==> config.mk <==
export PLATFORM = sky130hd
export DESIGN_NAME = cdb_request_queue
export DESIGN_NICKNAME = d
export VERILOG_FILES = /design/src/rtl/cdb_request_queue.sv
export SDC_FILE = /design/constraint.sdc
export NUM_CORES = 1
export LEC_CHECK = 0
export ABC_AREA = 1
export BUFFER_PORTS_ARGS = -buffer_cell sky130_fd_sc_hd__buf_2
export CELL_PAD_IN_SITES_DETAIL_PLACEMENT = 0
export CELL_PAD_IN_SITES_GLOBAL_PLACEMENT = 1
export CORE_ASPECT_RATIO = 1.1
export CORE_UTILIZATION = 50
export DETAILED_ROUTE_END_ITERATION = 16
export MAX_ROUTING_LAYER = met4
export PLACE_DENSITY = 0.88
export SYNTH_ARGS = -nofsm -noshare
export SYNTH_HDL_FRONTEND = slang
export SYNTH_SLANG_ARGS = --single-unit
==> constraint.sdc <==
create_clock -name clock_IN -period 7.5 [get_ports clock_IN]
set_clock_uncertainty 0.2 [all_clocks]
set_input_delay 1.5 -clock clock_IN [delete_from_list [all_inputs] [get_ports clock_IN]]
set_output_delay 1.5 -clock clock_IN [all_outputs]
set_load 0.005 [all_outputs]
==> src/rtl/cdb_request_queue.sv <==
// Completion buffer between one functional unit and its CDB arbiter leaf.
// Optional same-cycle result bypass to the CDB when built with CDB_BYPASS_EN defined.
module cdb_request_queue #(
   parameter int unsigned DEPTH  = 4,
   parameter int unsigned PTR_W  = 2,
   parameter int unsigned TAG_W  = 6,
   parameter int unsigned DATA_W = 32
) (
   input  logic               clock_IN,
   input  logic               reset_IN,
   input  logic               flush_IN,
   input  logic               result_valid_IN,
   input  logic [TAG_W-1:0]   result_tag_IN,
   input  logic [DATA_W-1:0]  result_data_IN,
   output logic               stall_OUT,
   output logic               request_OUT,
   input  logic               grant_IN,
   output logic               cdb_valid_OUT,
   output logic [TAG_W-1:0]   cdb_tag_OUT,
   output logic [DATA_W-1:0]  cdb_data_OUT,
   output logic [PTR_W:0]     count_OUT,
   output logic               overflow_OUT
);

   localparam int unsigned CNT_W = PTR_W + 1;

   logic [TAG_W-1:0]  tag_mem  [DEPTH];
   logic [DATA_W-1:0] data_mem [DEPTH];
   logic [PTR_W-1:0]  head_q;
   logic [PTR_W-1:0]  tail_q;
   logic [CNT_W-1:0]  count_q;
   logic              overflow_q;

   logic full;
   logic empty;
   logic queue_pop;
   logic bypass;
   logic push;
   logic overflow_set;

   // Occupancy-derived status and the push/pop/bypass decisions for this cycle.
   always_comb begin
      full         = (count_q == CNT_W'(DEPTH));
      empty        = (count_q == '0);
      queue_pop    = grant_IN & ~empty;
      overflow_set = result_valid_IN & full & ~flush_IN;
`ifdef CDB_BYPASS_EN
      request_OUT  = ~empty | (result_valid_IN & ~flush_IN);
      bypass       = grant_IN & empty & result_valid_IN & ~flush_IN;
`else
      request_OUT  = ~empty;
      bypass       = 1'b0;
`endif
      push         = result_valid_IN & ~full & ~flush_IN & ~bypass;
   end

   // Broadcast path: head entry on a granted pop, or the live result when bypassing.
   always_comb begin
      cdb_valid_OUT = queue_pop | bypass;
      cdb_tag_OUT   = tag_mem[head_q];
      cdb_data_OUT  = data_mem[head_q];
      if (bypass) begin
         cdb_tag_OUT  = result_tag_IN;
         cdb_data_OUT = result_data_IN;
      end
   end

   always_comb begin
      stall_OUT    = full;
      count_OUT    = count_q;
      overflow_OUT = overflow_q;
   end

   // Pointers and occupancy; flush empties the queue but the granted head still broadcasts.
   always_ff @(posedge clock_IN) begin
      if (!reset_IN) begin
         head_q  <= '0;
         tail_q  <= '0;
         count_q <= '0;
      end else if (flush_IN) begin
         head_q  <= '0;
         tail_q  <= '0;
         count_q <= '0;
      end else begin
         if (push)      tail_q <= tail_q + PTR_W'(1);
         if (queue_pop) head_q <= head_q + PTR_W'(1);
         unique case ({push, queue_pop})
            2'b10:   count_q <= count_q + CNT_W'(1);
            2'b01:   count_q <= count_q - CNT_W'(1);
            default: count_q <= count_q;
         endcase
      end
   end

   // Sticky drop indicator; only reset clears it.
   always_ff @(posedge clock_IN) begin
      if (!reset_IN)         overflow_q <= 1'b0;
      else if (overflow_set) overflow_q <= 1'b1;
   end

   // Entry storage carries no reset; contents are only read while occupied.
   always_ff @(posedge clock_IN) begin
      if (reset_IN && push) begin
         tag_mem[tail_q]  <= result_tag_IN;
         data_mem[tail_q] <= result_data_IN;
      end
   end

endmodule

# == Yosys cells after proc, flatten, opt, wreduce, memory -nomap -nowiden ==
# Memory sizes are Yosys's and may differ from the RTL's. A register that Yosys moved wholly into a read port is not among the register bits.
# Cells that the tools add are included.
# classes
add_sub_neg,4
eq_ne,3
n_mux,7
bitwise_logic,9
n_reduce_logical,4
# ops
op,count
two-way mux 2 bit,4
one-hot mux 3 bit (2 select lines),1
bitwise AND 1 bit,5
"adder 2 x 1 -> 2 bit, second input constant",2
NOT 1 bit,4
"adder 3 x 1 -> 3 bit, second input constant",1
"== test 3 bit, second input constant",1
zero test 3 bit,1
"subtractor 3 x 1 -> 3 bit, second input constant",1
"== test 2 x 1 -> 1 bit, second input constant",1
"== test 2 bit, second input constant",1
two-way mux 1 bit,2
nonzero test 2 bit,1
OR reduction 2 bit,1
logical AND 1 bit,1
# word_totals
reg_bits,8
mem_bits_rw,152
input_bits,43
output_inout_bits,45
wordCells,33
memories,2
# memory_table
memory,words,word_bits,rd,rd_ports_with_merged_regs,write_ports,line,text
data_mem,4,32,1,1,1,28,logic [DATA_W-1:0] data_mem [DEPTH];
tag_mem,4,6,1,1,1,27,logic [TAG_W-1:0] tag_mem [DEPTH];

# == Longest topological paths before layout ==
# logic_depth
ltp_word,7
ltp_mapped,13
depth_no_buf,13

# == Worst setup path before layout ==
# No wires, ideal clock.
# synth_path
path_kind,input to register
start,in result_valid_IN
end,"mem data_mem[0][0], enable pin"
setup_time_ns,0.433
arrival_ns,3.511
path_slack_ns,3.355
stages,4
n_path_buf,0
path_cell_list,inv_1 nor2_1 nand3_1 nor2_1
# synth_via
elab_chain_cells,5
# synth_lines
item,line,text
from (decl),12,"input logic result_valid_IN,"
bitwise AND 1 bit (2 in series),54,push = result_valid_IN & ~full & ~flush_IN & ~bypass;
logical AND 1 bit,103,if (reset_IN && push) begin
two-way mux 1 bit,103,
two-way mux 1 bit (implied by the code),105,data_mem[tail_q] <= result_data_IN;
to (decl),28,
# No other way between the ends.

==> summary.md <==
| Metric | Value |
|---|---|
| Vias per cell | `between 5 and 6` |
| Syn Std Cell Area | `6170 um2` |
| Worst path required time | `5800 ps` |
| Switching component of the power | `0.360 mW` |
| Worst Hold Class | `reg2reg` |
| Cell types occupying the most area after synthesis | `edfxtp_1 74%, o21ai_0 5.6%, nor2_1 5.4%, o22ai_1 3.9%, dfxtp_1 3.2%` |
| Post-CTS Setup Repair Bufs | `0` |
| Library cell occupying the most area in the post-synthesis netlist | `edfxtp_1` |
| Buffers added on ports | `87` |
| Core region area | `12000 um2` |
| Total of warnings raised by yosys | `0` |
| Number of buffers on the longest clock path | `2` |
| Worst reg2reg setup slack | `a little under 5000 ps` |
| Source of the worst register-to-register timing path | `count_OUT[0]` |
| Net total in the final layout | `between 500 and 600` |
| Worst min-delay path endpoint | `overflow_OUT` |
| Synthesis-to-layout area growth | `17.6%` |
| Worst skew pair latency | `410 ps` |
| Fraction of layout instances using a drive strength above 1 | `22.3%` |
| Clock tree from TritonCTS | `done` |
| Source of the worst hold timing path | `overflow_OUT` |
| TritonCTS Sinks | `roughly 160` |
| Detailed Route Iter0 Violations | `238` |
| Final hold violation count | `0` |
| Clock tree root driver cell | `clkbuf_16` |
| Endpoint kind of the worst setup timing path | `output pin` |
| Overall die area | `12800 um2` |
| Part of the Yosys area used for sequential elements | `77.2%` |
| Distinct cell type count of the synthesized netlist | `18` |
| Internal power contribution | `1.54 mW` |
| Top Ports | `88` |
| Proportion of netlist area held by the largest area contributor | `74.0%` |
| Summed area of non-filler cells in the final layout | `7260 um2` |
| Remaining antenna violation count | `0` |
| Chip Height | `119 um` |
| Pwr Density | `between 200 and 300 nW/um2` |
| HPWL reported at the end of detailed placement | `roughly 6500 um` |
| Row count | `42` |
| Worst setup slack after layout | `between 3000 and 4000 ps` |
| Portion of total power attributed to the clock network | `43.8%` |
| Type of origin of the critical path | `flop` |
| Clock buffer count from CTS | `17` |
| Final Cycle Share | `between 50% and 60%` |
| Share of total power in combinational logic | `around 3.5%` |
| Overall track demand over capacity in global routing | `between 20% and 30%` |
| Smallest hold slack | `267 ps` |
| Detailed-route wire length per cell | `16.8 um` |
| Routed vias | `3786` |
| Max Slew Vio Count | `0` |
| Proportion of power drawn by flip-flops and latches | `52.7%` |
| Maximum number of pins on one net before global-route repair | `78` |
| Horizontal die dimension | `108 um` |
| Crit path time final | `4390 ps` |
| Register bit total from synthesis | `162` |
| DP Worst Slack | `roughly 3500 ps` |
| Final core area utilization | `60.3%` |
| Post-place instance area | `6680 um2` |
| Design Power | `1.90 mW` |
| Number of antenna violations at the first check in global routing | `0` |
| Antenna diodes | `0` |
| R2R depth | `4` |
| Net count after synthesis | `495` |
| Worst Max-Slew Pin Slew | `around 1200 ps` |
| Clock transition at the registers of the reported paths | `60 ps` |
| Filler instances | `896` |
| Max_slew headroom | `17.4%` |
| Status | `completed` |
| Total of max-cap violations | `0` |
| Worst setup path class | `reg2out` |
| Setup repair after global routing missed its margin | `no` |
| First-pass iteration count of the detailed router | `4` |
| First-pass GRT wire length | `18400 um` |
| Global placement routability congestion | `0.739` |
| Number of standard cells in the final layout excluding fillers | `697` |
| Fmax | `228 MHz` |
| Setup TNS Final | `0 ps` |
| Hold-fix buffers at CTS | `0` |
| WHS Path Cells | `2` |
| Net switching share of the total power | `a little under a fifth` |
| Average size of a mapped cell | `approximately 14 um2` |
| Worst r2r dst | `tag_mem[3][2]` |
| Synthesized instance count | `446` |
| Peak supply drop | `0.000138 V` |
| Placed cell count | `roughly 670` |
| Initial cell density of the core | `51.3%` |
| Static Leakage | `2.60 nW` |
| Global route total overflow | `0` |
| Via count of the first global-routing pass | `3782` |
| Number of failing setup endpoints in the final timing report | `0` |
| Crit-path max FO | `77` |
| CTS H-tree depth | `4` |
| Number of gates resized after cts | `0` |
| Final WL | `11700 um` |
| Total DRC errors in the routed layout | `0` |
| Worst endpoint data arrival time | `2690 ps` |
kinds of logic after synthesis:
family	Yosys count	share of synthesized area, %
flops	162	77.2
compound gates	121	10.6
simple gates	112	6.93
buf+inv	45	3.93
fa+ha+maj	6	1.34
layout make-up:
cell class | count | area [um2] | share of cell area [%]
inverters | 21 | 78.8 | 1.09
clock buffers | 19 | 433 | 5.97
repair buffers | 89 | 450 | 6.21
flip-flops and latches | 162 | 4770 | 65.7
clock inverters | 13 | 143 | 1.97
multi-input cells | 239 | 1190 | 16.4
well taps | 154 | 193 | 2.66
power groups by stage:
stage          Clock [mW]  Combinational (mW)  Sequential (mW)
6_report            0.832              0.0656             1.00
5_1_grt             0.874              0.0733             1.00
4_1_cts             0.837              0.0661             1.00
3_5_place_dp            0              0.0656             1.02
3_3_place_gp            0              0.0636             1.02
2_1_floorplan           0              0.0297             1.02
cells in the final DEF, fill, tap and decap left out, drive strengths merged:
cell	netlist	layout
clkbuf	9	19
buf	15	89
dfxtp	10	10
edfxtp	152	152
ha	5	5
inv	21	21
o22ai	38	38
clkinv	0	8
nand2	17	17
nor2	89	89
nand3	6	6
clkinvlp	0	2
a21oi	6	6
fa	1	1
bufinv	0	3
o21ai	77	77
worst max-delay path, stage by stage, from the launching register on:
cell and delay [ps]:
dfxtp_2 310, buf_4 590, inv_2 640, o21ai_0 390, o22ai_1 140, buf_2 150
routing by layer:
metal | track usage (%) | up-vias | part of all wire [%]
li1 | - | 1800 | -
met1 | 23.3 | 1846 | 41
met2 | 32.2 | 125 | 52
met3 | 4.85 | 15 | 6.0
met4 | 10.1 | 0 | 1.6
met5 | - | - | 0
synth_stat cells (all sizes together):
cell type	number
nand2	17
buf	15
nand3	6
dfxtp	10
nor2	89
inv	21
a21oi	6
clkbuf	9
fa	1
ha	5
edfxtp	152
o22ai	38
o21ai	77
worst max path at each step:
stage,from,to,slack (ps),cells past startpoint
3_3_place_gp,flop,cdb_data_OUT[21],3630,5
2_1_floorplan,result_valid_IN,data_mem[0][0],3360,4
3_5_place_dp,flop,cdb_data_OUT[25],3550,5
5_1_grt,flop,cdb_data_OUT[27],2870,5
6_report,flop,cdb_data_OUT[27],3110,5
4_1_cts,flop,cdb_data_OUT[25],3100,5
sequential cells by signal, indices dropped and copies added, names as in the netlist, named ones only:
register	count
count_OUT	3
data_mem	128
tail_q	2
overflow_OUT	1
head_q	2
tag_mem	24
(Power assumes the default switching activity.)
